--- src/rtl/dark_debounce_pkg.sv ---
// Shared types and defaults for the dark-level debouncer.
package dark_debounce_pkg;

  typedef enum logic [1:0] {
    LIGHT      = 2'd0,
    PEND_DARK  = 2'd1,
    DARK       = 2'd2,
    PEND_LIGHT = 2'd3
  } db_state_t;

  localparam int DEBOUNCE_CYCLES_DEF = 50000;
  localparam int CNT_W_DEF           = 16;
  localparam int EVENT_W_DEF         = 8;

  // Settled-dark and pending-light both still present as dark downstream.
  function automatic logic is_dark(input db_state_t s);
    return (s == DARK) || (s == PEND_LIGHT);
  endfunction

endpackage

--- src/rtl/dark_debounce_if.sv ---
// Level input, controls and cleaned outputs of the dark debouncer.
interface dark_debounce_if #(
  parameter int EVENT_W = 8
);
  logic               dark_raw;
  logic               enable;
  logic               clear_count;
  logic               dark_stable;
  logic               dark_rise;
  logic               dark_fall;
  logic [EVENT_W-1:0] dark_events;

  modport master (
    output dark_raw, enable, clear_count,
    input  dark_stable, dark_rise, dark_fall, dark_events
  );

  modport slave (
    input  dark_raw, enable, clear_count,
    output dark_stable, dark_rise, dark_fall, dark_events
  );
endinterface

--- src/rtl/dark_debounce_sync_2ff.sv ---
// Two-flop synchroniser for a single asynchronous level.
module sync_2ff (
  input  logic clk,
  input  logic reset,
  input  logic d,
  output logic q
);
  logic s1;
  logic s2;

  always_ff @(posedge clk) begin
    if (reset) begin
      s1 <= 1'b0;
      s2 <= 1'b0;
    end else begin
      s1 <= d;
      s2 <= s1;
    end
  end

  assign q = s2;
endmodule

--- src/rtl/dark_debounce.sv ---
// Synchronises, debounces and counts the photoresistor dark level.
// state      | meaning
// LIGHT      | settled light, waiting for a dark sample
// PEND_DARK  | counting consecutive dark samples
// DARK       | settled dark, waiting for a light sample
// PEND_LIGHT | counting consecutive light samples
module dark_debounce
  import dark_debounce_pkg::*;
#(
  parameter int DEBOUNCE_CYCLES = DEBOUNCE_CYCLES_DEF,
  parameter int CNT_W           = CNT_W_DEF,
  parameter int EVENT_W         = EVENT_W_DEF
) (
  input logic            clk,
  input logic            reset,
  dark_debounce_if.slave bus
);
  localparam logic [CNT_W-1:0] CNT_LAST = CNT_W'(DEBOUNCE_CYCLES - 1);
  localparam logic [CNT_W-1:0] CNT_ONE  = CNT_W'(1);
  localparam bit               SINGLE   = (DEBOUNCE_CYCLES == 1);

  logic               dark_sync;
  db_state_t          state_q, state_d;
  logic [CNT_W-1:0]   cnt_q, cnt_d;
  logic               rise_q, rise_d;
  logic               fall_q, fall_d;
  logic [EVENT_W-1:0] events_q, events_d;

  sync_2ff u_sync (
    .clk   (clk),
    .reset (reset),
    .d     (bus.dark_raw),
    .q     (dark_sync)
  );

  always_ff @(posedge clk) begin
    if (reset) begin
      state_q  <= LIGHT;
      cnt_q    <= '0;
      rise_q   <= 1'b0;
      fall_q   <= 1'b0;
      events_q <= '0;
    end else begin
      state_q  <= state_d;
      cnt_q    <= cnt_d;
      rise_q   <= rise_d;
      fall_q   <= fall_d;
      events_q <= events_d;
    end
  end

  always_comb begin
    state_d = state_q;
    cnt_d   = cnt_q;
    rise_d  = 1'b0;
    fall_d  = 1'b0;
    if (!bus.enable) begin
      // Disabling abandons any pending change and falls back to the settled level.
      cnt_d = '0;
      if (state_q == PEND_DARK)  state_d = LIGHT;
      if (state_q == PEND_LIGHT) state_d = DARK;
    end else begin
      case (state_q)
        LIGHT: begin
          if (dark_sync) begin
            if (SINGLE) begin
              state_d = DARK;
              cnt_d   = '0;
              rise_d  = 1'b1;
            end else begin
              state_d = PEND_DARK;
              cnt_d   = CNT_ONE;
            end
          end
        end
        PEND_DARK: begin
          if (!dark_sync) begin
            state_d = LIGHT;
            cnt_d   = '0;
          end else if (cnt_q == CNT_LAST) begin
            state_d = DARK;
            cnt_d   = '0;
            rise_d  = 1'b1;
          end else begin
            cnt_d = cnt_q + CNT_ONE;
          end
        end
        DARK: begin
          if (!dark_sync) begin
            if (SINGLE) begin
              state_d = LIGHT;
              cnt_d   = '0;
              fall_d  = 1'b1;
            end else begin
              state_d = PEND_LIGHT;
              cnt_d   = CNT_ONE;
            end
          end
        end
        PEND_LIGHT: begin
          if (dark_sync) begin
            state_d = DARK;
            cnt_d   = '0;
          end else if (cnt_q == CNT_LAST) begin
            state_d = LIGHT;
            cnt_d   = '0;
            fall_d  = 1'b1;
          end else begin
            cnt_d = cnt_q + CNT_ONE;
          end
        end
        default: begin
          state_d = LIGHT;
          cnt_d   = '0;
        end
      endcase
    end
  end

  // Counts the cycle dark_rise is high; a coincident clear still keeps that event.
  always_comb begin
    events_d = bus.clear_count ? '0 : events_q;
    events_d = events_d + EVENT_W'(rise_q);
  end

  assign bus.dark_stable = is_dark(state_q);
  assign bus.dark_rise   = rise_q;
  assign bus.dark_fall   = fall_q;
  assign bus.dark_events = events_q;
endmodule
--- src/flat_wrapper.sv ---
// flat-port wrapper written by rule: the top's interface ports become plain ports
module dark_debounce_flat import dark_debounce_pkg::*;
#(
  parameter int DEBOUNCE_CYCLES = DEBOUNCE_CYCLES_DEF,
  parameter int CNT_W           = CNT_W_DEF,
  parameter int EVENT_W         = EVENT_W_DEF
)
  (clk, reset, bus_dark_raw, bus_enable, bus_clear_count, bus_dark_stable, bus_dark_rise, bus_dark_fall, bus_dark_events);
  dark_debounce_if #(.EVENT_W(EVENT_W)) bus_i ();
  input logic clk;
  input logic reset;
  input wire logic [$bits(bus_i.dark_raw)-1:0] bus_dark_raw;
  input wire logic [$bits(bus_i.enable)-1:0] bus_enable;
  input wire logic [$bits(bus_i.clear_count)-1:0] bus_clear_count;
  output wire logic [$bits(bus_i.dark_stable)-1:0] bus_dark_stable;
  output wire logic [$bits(bus_i.dark_rise)-1:0] bus_dark_rise;
  output wire logic [$bits(bus_i.dark_fall)-1:0] bus_dark_fall;
  output wire logic [$bits(bus_i.dark_events)-1:0] bus_dark_events;
  assign bus_i.dark_raw = bus_dark_raw;
  assign bus_i.enable = bus_enable;
  assign bus_i.clear_count = bus_clear_count;
  assign bus_dark_stable = bus_i.dark_stable;
  assign bus_dark_rise = bus_i.dark_rise;
  assign bus_dark_fall = bus_i.dark_fall;
  assign bus_dark_events = bus_i.dark_events;
  dark_debounce #(.DEBOUNCE_CYCLES(DEBOUNCE_CYCLES), .CNT_W(CNT_W), .EVENT_W(EVENT_W)) u_core (.clk(clk), .reset(reset), .bus(bus_i));
endmodule
--- config.mk ---
export PLATFORM = sky130hd
export DESIGN_NAME = dark_debounce_flat
export DESIGN_NICKNAME = d
export VERILOG_FILES = /design/src/rtl/dark_debounce_pkg.sv /design/src/rtl/dark_debounce_if.sv /design/src/rtl/dark_debounce_sync_2ff.sv /design/src/rtl/dark_debounce.sv /design/src/flat_wrapper.sv
export SDC_FILE = /design/constraint.sdc
export NUM_CORES = 1
export LEC_CHECK = 0
export ABC_AREA = 1
export CAP_MARGIN = 20
export CORE_MARGIN = 5
export CORE_UTILIZATION = 50
export CTS_CLUSTER_DIAMETER = 50
export DETAILED_ROUTE_END_ITERATION = 6
export PLACE_DENSITY = 0.73
export SLEW_MARGIN = 20
export SYNTH_ARGS = -nofsm -noshare
export SYNTH_HDL_FRONTEND = slang
export SYNTH_HIERARCHICAL = 1
export SYNTH_SLANG_ARGS = --single-unit
export TNS_END_PERCENT = 30
--- constraint.sdc ---
create_clock -name clk -period 1.45 [get_ports clk]
set_input_delay 0.29 -clock clk [delete_from_list [all_inputs] [get_ports clk]]
set_output_delay 0.29 -clock clk [all_outputs]
set_load 0.02 [all_outputs]
# == Word level (Yosys, flattened, before mapping) ==
# Cells that the tools add are included.
# word_totals
ff_bits,30
input_bits,5
output_inout_bits,11
wordCells,49
# op_classes
addsub,2
eq_ne,10
mux,18
n_bitwise,4
reduce_logical,8
# op_table
cell,n
2-to-1 mux 16 bit,5
one-hot mux 16 bit (4 select lines),1
2-to-1 mux 2 bit,9
"adder 16 x 1 -> 16 bit, second input constant",1
"equality test 16 bit, second input constant",1
adder 8 x 1 -> 8 bit,1
2-to-1 mux 8 bit,1
"inequality test 4 bit, second input constant",2
one-hot mux 2 bit (4 select lines),1
OR reduction 4 bit,2
"inequality test 3 bit, second input constant",2
AND reduction 5 bit,1
"equality test 2 bit, second input constant",2
"inequality test 2 bit, second input constant",2
NOT 1 bit,4
nonzero test 3 bit,1
"equality test 2 x 1 -> 1 bit, second input constant",1
logical NOT 2 bit,1
AND reduction 2 bit,1
OR reduction 2 bit,1
logical OR 1 bit,1
2-to-1 mux 1 bit,1

# == Longest topological paths before layout ==
# logic_depth
ltp_word,5
mapped_depth,11
depth_no_buf,11

# == Modules after synthesis ==
# The synthesis kept the hierarchy.
# modules_own_cells
module,n_inst,cells_per_inst,area_each_um2,seq_area_each_um2
dark_debounce,1,254,1581.5,560.5
sync_2ff,1,6,55.1,40.0

# == Worst setup path before layout ==
# Ideal clock, no wire load.
# synth_timing
kind,register to register
start,reg u_core.events_q[0] (netlist: u_core/bus.dark_events[0])
end,reg u_core.events_q[6] (netlist: u_core/bus.dark_events[6])
setup_time_ps,119
arrival_time_ps,1399
required_ps,1331
path_slack_ps,-68
stages_incl_launch_ff,12
path_buffers,0
period_less_slack_ps,1518
cell_sequence,dfxtp_1 inv_1 nor2_1 ha_1 ha_1 nand2_1 inv_1 nand2_1 nor2_1 nand2_1 o21ai_0 a21oi_1
# synth_via
elab_chain_len,2
# synth_lines
item,line_no,rtl
"start, declared",dark_debounce.sv:27,"logic [EVENT_W-1:0] events_q, events_d;"
"start signal, assigned",dark_debounce.sv:48,events_q <= events_d;
2-to-1 mux 8 bit,dark_debounce.sv:122,events_d = bus.clear_count ? '0 : events_q;
adder 8 x 1 -> 8 bit,dark_debounce.sv:123,events_d = events_d + EVENT_W'(rise_q);
# Every way passes these cells.
# A chain may end at the register's enable or synchronous reset.

# == Worst setup path in the final report ==
# Same ends and word-level chain as after synthesis.

==> run metrics <==
status finished, violations left; failing checks setup timing; CTS Hold Buffers Added 0; I/O Buffers 15; Antenna diodes 0; ys async rst share 0%; Core Area 3100 sq um; relative slew slack 84.7%; mean area per synthesized cell 6.29 sq um; final setup fails 1; Initial Util approximately 53%; total CTS buffers 5; CTS tree done; FF-to-FF End u_core/bus.dark_events[6]; Hold EP u_core/u_sync/q; Area Growth Syn to Fin 30.4%; Final ANT Viol Nets 0; Via-to-Cell Ratio 4.85; dpl cell area just under 2000 sq um; finished layout cell area 2130 sq um; share of cells above drive strength 1 23.2%; pre-CTS setup slack -0.404 ns; GRT Resource Usage Total a little under a fifth; Synth top area share 36.7%; Final Hold Fails 0; hold wc startpoint u_core/u_sync/s1; worst-margin pin slew 0.227 ns; clock transition at the registers of the reported paths 0.10 ns; Worst Reg-to-Reg Cells 11; final setup margin -0.0105 ns; clock sinks 30; die span in x 67.2 microns; DRT Wirelength approximately 3800 microns; Post-Syn Instances 260; Worst EP required 1.68 ns; maximum vdd ir drop 495 uV; largest stage delay on the critical path 0.35 ns; number of global-route vias before repair between 1000 and 1500; CP Max Fanout 2; sequential area share after synthesis 36.7%; hpwl dp 2800 microns; area leader, netlist dfxtp_1; CP startpoint kind flip-flop; synth cell count leaders nor2_1, nand2_1, inv_1; largest net degree at the start of global routing 12; die area 4520 sq um; Nets 305; clk root buf clkbuf_4; Crit-path slowest cell dfxtp_2; FF+latch count, synth 30; global route overflow 0; die height 67.2 microns; Fmax achieved 685 MHz; kind of critical path flip-flop to flip-flop; Worst path most repeated cell nand2_2; H-Tree Depth 2; Worst-Skew Late Latency 0.34 ns; Arr. time, crit path 1.69 ns; r2r startpoint u_core/bus.dark_events[0]; Max-Cap Viols 0; num rows 20; Worst Skew 0.0121 ns; Syn Nets 268; count leader, synth nor2_1; Post-synth EDFFs 0; DR pass1 iterations 4; Final Cycle Share 101%; synth warn 6; Placer Congestion 0.898; FF+latch area 611 sq um; IO Pins 16; Final min period 1.46 ns; Hold Path Depth 2; initial antenna violation count 0; Layout fillers 305; top cells by area, synth dfxtp_1, nor2_1, nand2_1; Lkg Pwr 0.000851 uW; max-slew violation count 0; DRC 0; first-pass GRT wire length just over 6000 microns; crit path cell chain inv_2, nor2_2, ha_2, ha_4, nand2_2, inv_2, nand2_2, nor2_4, nand2_2, o21ai_2, a21oi_2; CP Capture Type flip-flop; starting DRC count in detailed routing ~120; Hold Path Class flip-flop to flip-flop; PwrDens 683 nW/um^2; Synth Flop Type dfxtp_1; multi-input logic area 962 sq um; synthesized area 1640 sq um; Netlist cell types 27; Worst R2R Setup Slack -0.01 ns; clock tree buffer depth 2; unrepaired setup endpoints after global routing true; WL per Instance 11.2 microns; Vias approximately 1700
## sequential cells by signal (all words and copies together) (netlist names), named ones only
register                cells
u_core/u_sync/s1            1
u_core/bus.dark_events      8
u_core/state_q              1
u_core/cnt_q               16
u_core/bus.dark_fall        1
u_core/bus.dark_rise        1
u_core/u_sync/q             1
## logic make-up (layout without fill, tap and decap cells)
kind of cell	count (synthesis)	after routing	synth area share, %
AND/OR/NAND/NOR	148	148	39.0
XOR/XNOR	2	2	1.07
flip-flops	30	30	36.7
AO/OA/AOI/OAI	32	32	10.2
adder cells (fa/ha/maj)	3	3	2.29
buffers and inverters	45	83	10.8
## worst max path at each step
| stage | start | end | slack, ns | cells past startpoint |
|---|---|---|---|---|
| after detailed placement | bus_clear_count | u_core/bus.dark_events[6] | -0.40 | 11 |
| final | u_core/bus.dark_events[0] | u_core/bus.dark_events[6] | -0.01 | 11 |
| after global routing | u_core/bus.dark_events[0] | u_core/bus.dark_events[6] | -0.10 | 11 |
| after floorplan | bus_clear_count | u_core/bus.dark_events[6] | -0.006 | 11 |
| after CTS | u_core/cnt_q[0] | u_core/cnt_q[14] | -0.08 | 8 |
| after global placement | bus_clear_count | u_core/bus.dark_events[6] | -0.35 | 11 |
## final cells by class
cell class                      count  area share (%)
Tap cell                           44            2.58
Clock inverter                      1           0.235
Timing Repair Buffer               34            13.4
Sequential cell                    30            28.6
Inverter                           41            7.51
Multi-Input combinational cell    185            45.1
Clock buffer                        7            2.58
## where the power goes
group	internal [uW]	total (uW)	switching [uW]
Clock	235	534	299
Combinational	35.9	90.8	54.8
Sequential	829	833	4.13
## worst max-delay path: cells and delay by family (launching register included)
family	cells	cell delay (ns)
adders and majority gates	2	0.37
AOI/OAI and AO/OA	2	0.18
and+or+nand+nor	5	0.35
DFF	1	0.35
buffers and inverters	2	0.10
## layout by cell type (no fill, tap or decap), drive strengths merged
cell / n
clkdlybuf4s50: 3
clkbuf: 7
clkinvlp: 1
nor4: 1
buf: 19
o21ai: 14
xor2: 2
or2: 1
o21bai: 1
nand4: 1
and2: 1
ha: 3
a21oi: 17
nand3b: 1
nor2: 60
clkinv: 1
nor3: 6
nand3: 15
dlygate4sd2: 11
dfxtp: 30
nand2: 62
inv: 40
dlymetal6s2s: 1
## per-layer routing
metal,vias to the layer above,part of all wire [%],GRT usage [%]
li1,878,-,-
met1,751,51,25.0
met2,25,45,26.7
met3,4,2.7,3.99
met4,0,1.3,8.35
met5,-,0,0
## per-stage QoR
step,hold slack (ns),total power (uW),util [%],cells,TNS [ns]
finish,0.404,1460,68.8,342,-0.0105
global route,0.437,1520,68.8,342,-0.218
CTS,0.413,1470,65.3,341,-0.183
detailed placement,0.400,939,63.7,333,-1.88
global placement,0.389,938,63.7,333,-1.59
floorplan,0.354,894,-,260,-0.00590
## what timing repair did
action | 4_1_cts | 5_1_grt
setup endpoints to repair | 15 | 24
pin swaps | 0 | 10
gates resized for setup | 12 | 31
gates cloned | 0 | 0
buffers inserted | 0 | 1
Power figures use the tool's default switching activity.
==> RTL change, RTL diff (same settings) <==
Reset style: asynchronous (`reset`), changed in 2 clocked blocks.
--- a/src/rtl/dark_debounce_sync_2ff.sv
+++ b/src/rtl/dark_debounce_sync_2ff.sv
@@ -8,7 +8,7 @@
   logic s1;
   logic s2;
 
-  always_ff @(posedge clk) begin
+  always_ff @(posedge clk or posedge reset) begin
     if (reset) begin
       s1 <= 1'b0;
       s2 <= 1'b0;
--- a/src/rtl/dark_debounce.sv
+++ b/src/rtl/dark_debounce.sv
@@ -33,7 +33,7 @@
     .q     (dark_sync)
   );
 
-  always_ff @(posedge clk) begin
+  always_ff @(posedge clk or posedge reset) begin
     if (reset) begin
       state_q  <= LIGHT;
       cnt_q    <= '0;
Function: same outputs for any inputs over 10 cycles, from zero or initial values and one cycle with reset high; that may be too few to reach the edited logic, so the function may still have changed.
==> RTL change against the unedited design <==
Synthesized cell count is 13% lower. Routed wire length down 6.1%. Via count is 6.9% lower. Critical endpoint is now u_core/state_q[0]. Sequential cell count unchanged. Cell area increased by 2.9%. Setup slack gained 0.050 ns. Synthesized area is 2.1% higher.
Power is not compared: it rests on default switching activity, and its combinational part moved more than twofold at a synthesized area within 25%.
==> RTL change: results (changes against the unedited design) <==
| Metric | Value |
|---|---|
| Status | complete, no violations (was finished with violations) |
| Vias in the first global route | 1372 (was 1414) |
| Share of flip-flops with an asynchronous set or reset | 100% (was 0%) |
| Worst Hold Class | in2async (was reg2reg) |
| Detailed Place HPWL | 2.49 mm (was 2.80 mm) |
| Synth Area in Compound Gates | 4.27% (was 10.2%) |
| Wire per inst | 11.4 µm (was 11.2 µm) |
| Worst slack at placement | -0.346 ns (was -0.404 ns) |
| Setup WS post-layout | 0.0390 ns (was -0.0105 ns) |
| Vias per cell | 4.88 (was 4.85) |
| Tot GR Track Use | 17.0% (was 18.1%) |
| Crit path DAT | 1.64 ns (was 1.69 ns) |
| Adder-cell share of the synthesized area | 2.25% (was 2.29%) |
| Largest net degree at the start of global routing | 29 (was 12) |
| Clk root buf | clkbuf_4 (unchanged) |
| Slowest-stage cell, CP | dfrtp_1 (was dfxtp_2) |
| Initial antenna violation count | 0 (unchanged) |
| Max incr delay on CP | 0.41 ns (was 0.35 ns) |
| Post-DP Area | 0.00201 mm² (was 0.00198 mm²) |
| Post-layout nets | 277 (was 305) |
| Post-synth top cells | nand2_1, nor2_1, inv_1 (was nor2_1, nand2_1, inv_1) |
| Xor and xnor area share after synthesis | 2.62% (was 1.07%) |
| DRT iter0 DRCs | 75 (was 121) |
| Critical Path Fanout Max | 5 (was 2) |
| First-pass GRT wire length | 5.75 mm (was 6.20 mm) |
| Area contributors post-synth | dfrtp_1, nand2_1, nor2_1, inv_1, nand3_1 (was dfxtp_1, nor2_1, nand2_1, inv_1, a21oi_1) |
| Gp weighted congestion | 0.895 (was 0.898) |
| Leak | ~1.1 nW |
| Syn nets | 233 (was 268) |
| R2r setup slk | 0.04 ns (was -0.01 ns) |
| Post-synthesis sequential area ratio | 44.9% (was 36.7%) |
| Clock skew | 0.0107 ns (was 0.0121 ns) |
| Rel. slew slack | 83.9% (was 84.7%) |
| CTS Buffer Depth | 2 (unchanged) |
| Share of post-route cells with drive strength above 1 | 22.6% (was 23.2%) |
| Total CTS buffers | 5 (unchanged) |
| Reg with most FFs | u_core/cnt_q (unchanged) |
| Distinct cell type count after synthesis | 24 (was 27) |
==> RTL change: cell types whose count changed after synthesis, moves of 3 or more <==
| cell | unedited run | this run |
|---|---|---|
| dfrtp_1 | 0 | 30 |
| a21oi_1 | 17 | 7 |
| nand3_1 | 15 | 23 |
| dfxtp_1 | 30 | 0 |
| o21ai_0 | 11 | 3 |
| nand2_1 | 56 | 59 |
| nor2_1 | 57 | 36 |
| inv_1 | 40 | 34 |
==> RTL change: power by group through the flow <==
stage	Clock, mW	Sequential [mW]	Combinational, mW
CTS	0.672	0.880	0.216
floorplan	0	0.893	0.138
finish	0.652	0.882	0.270
global route	0.708	0.888	0.303
global placement	0	0.894	0.211
detailed placement	0	0.896	0.214
==> RTL change: final timing paths <==
kind                             startpoint                end  depth (start not counted)
setup / recovery            u_core/cnt_q[1]  u_core/state_q[0]                          8
hold / removal                        reset   u_core/u_sync/s1                          2
hold reg to reg            u_core/u_sync/s1    u_core/u_sync/q                          0
min in group clk           u_core/u_sync/s1    u_core/u_sync/q                          0
max in group asynchronous             reset    u_core/cnt_q[4]                          3
setup reg to reg            u_core/cnt_q[1]  u_core/state_q[0]                          8
==> RTL change: kinds of logic (layout without fill, tap and decap cells) <==
kind of cell / count (synthesis) / after routing
XOR/XNOR: 5 / 5
adder cells (fa/ha/maj): 3 / 3
flip-flops: 30 / 30
buffers and inverters: 37 / 81
AND/OR/NAND/NOR: 137 / 138
AO/OA/AOI/OAI: 13 / 13
==> RTL change: layer usage <==
metal  global-route usage (%)  wire (µm)  vias up
li1                         -          -      791
met1                     20.3       1560      718
met2                     28.3       1800       30
met3                     5.49        182        4
met4                     6.95         49        0
met5                        0          0        -
==> RTL change: worst max-delay path: cells and delay by family (launching register included) <==
family,cells,cell delay [ns]
simple gates,5,0.44
flops,1,0.41
fa+ha+maj,1,0.24
buf+inv,2,0.21
==> RTL change: layout make-up <==
class | instances | area [µm²]
Fill cell | 277 | 1090
Multi-Input combinational cell | 159 | 840
Sequential cell | 30 | 754
Timing Repair Buffer | 38 | 335
Inverter | 35 | 131
Tap cell | 46 | 57.6
Clock inverter | 3 | 40.0
Clock buffer | 5 | 37.5
==> RTL change: stage by stage <==
step	std cells	hold slack, ns
2_1_floorplan	225	0.0312
3_3_place_gp	302	0.332
3_5_place_dp	302	0.337
4_1_cts	310	0.112
5_1_grt	316	0.116
6_report	316	0.123
==> RTL change: repair_timing <==
action	in CTS	in global routing
resized for setup	15	19
buffers inserted	0	5
endpoints found under the setup margin	22	21
pin swaps	0	7
gates cloned	0	1
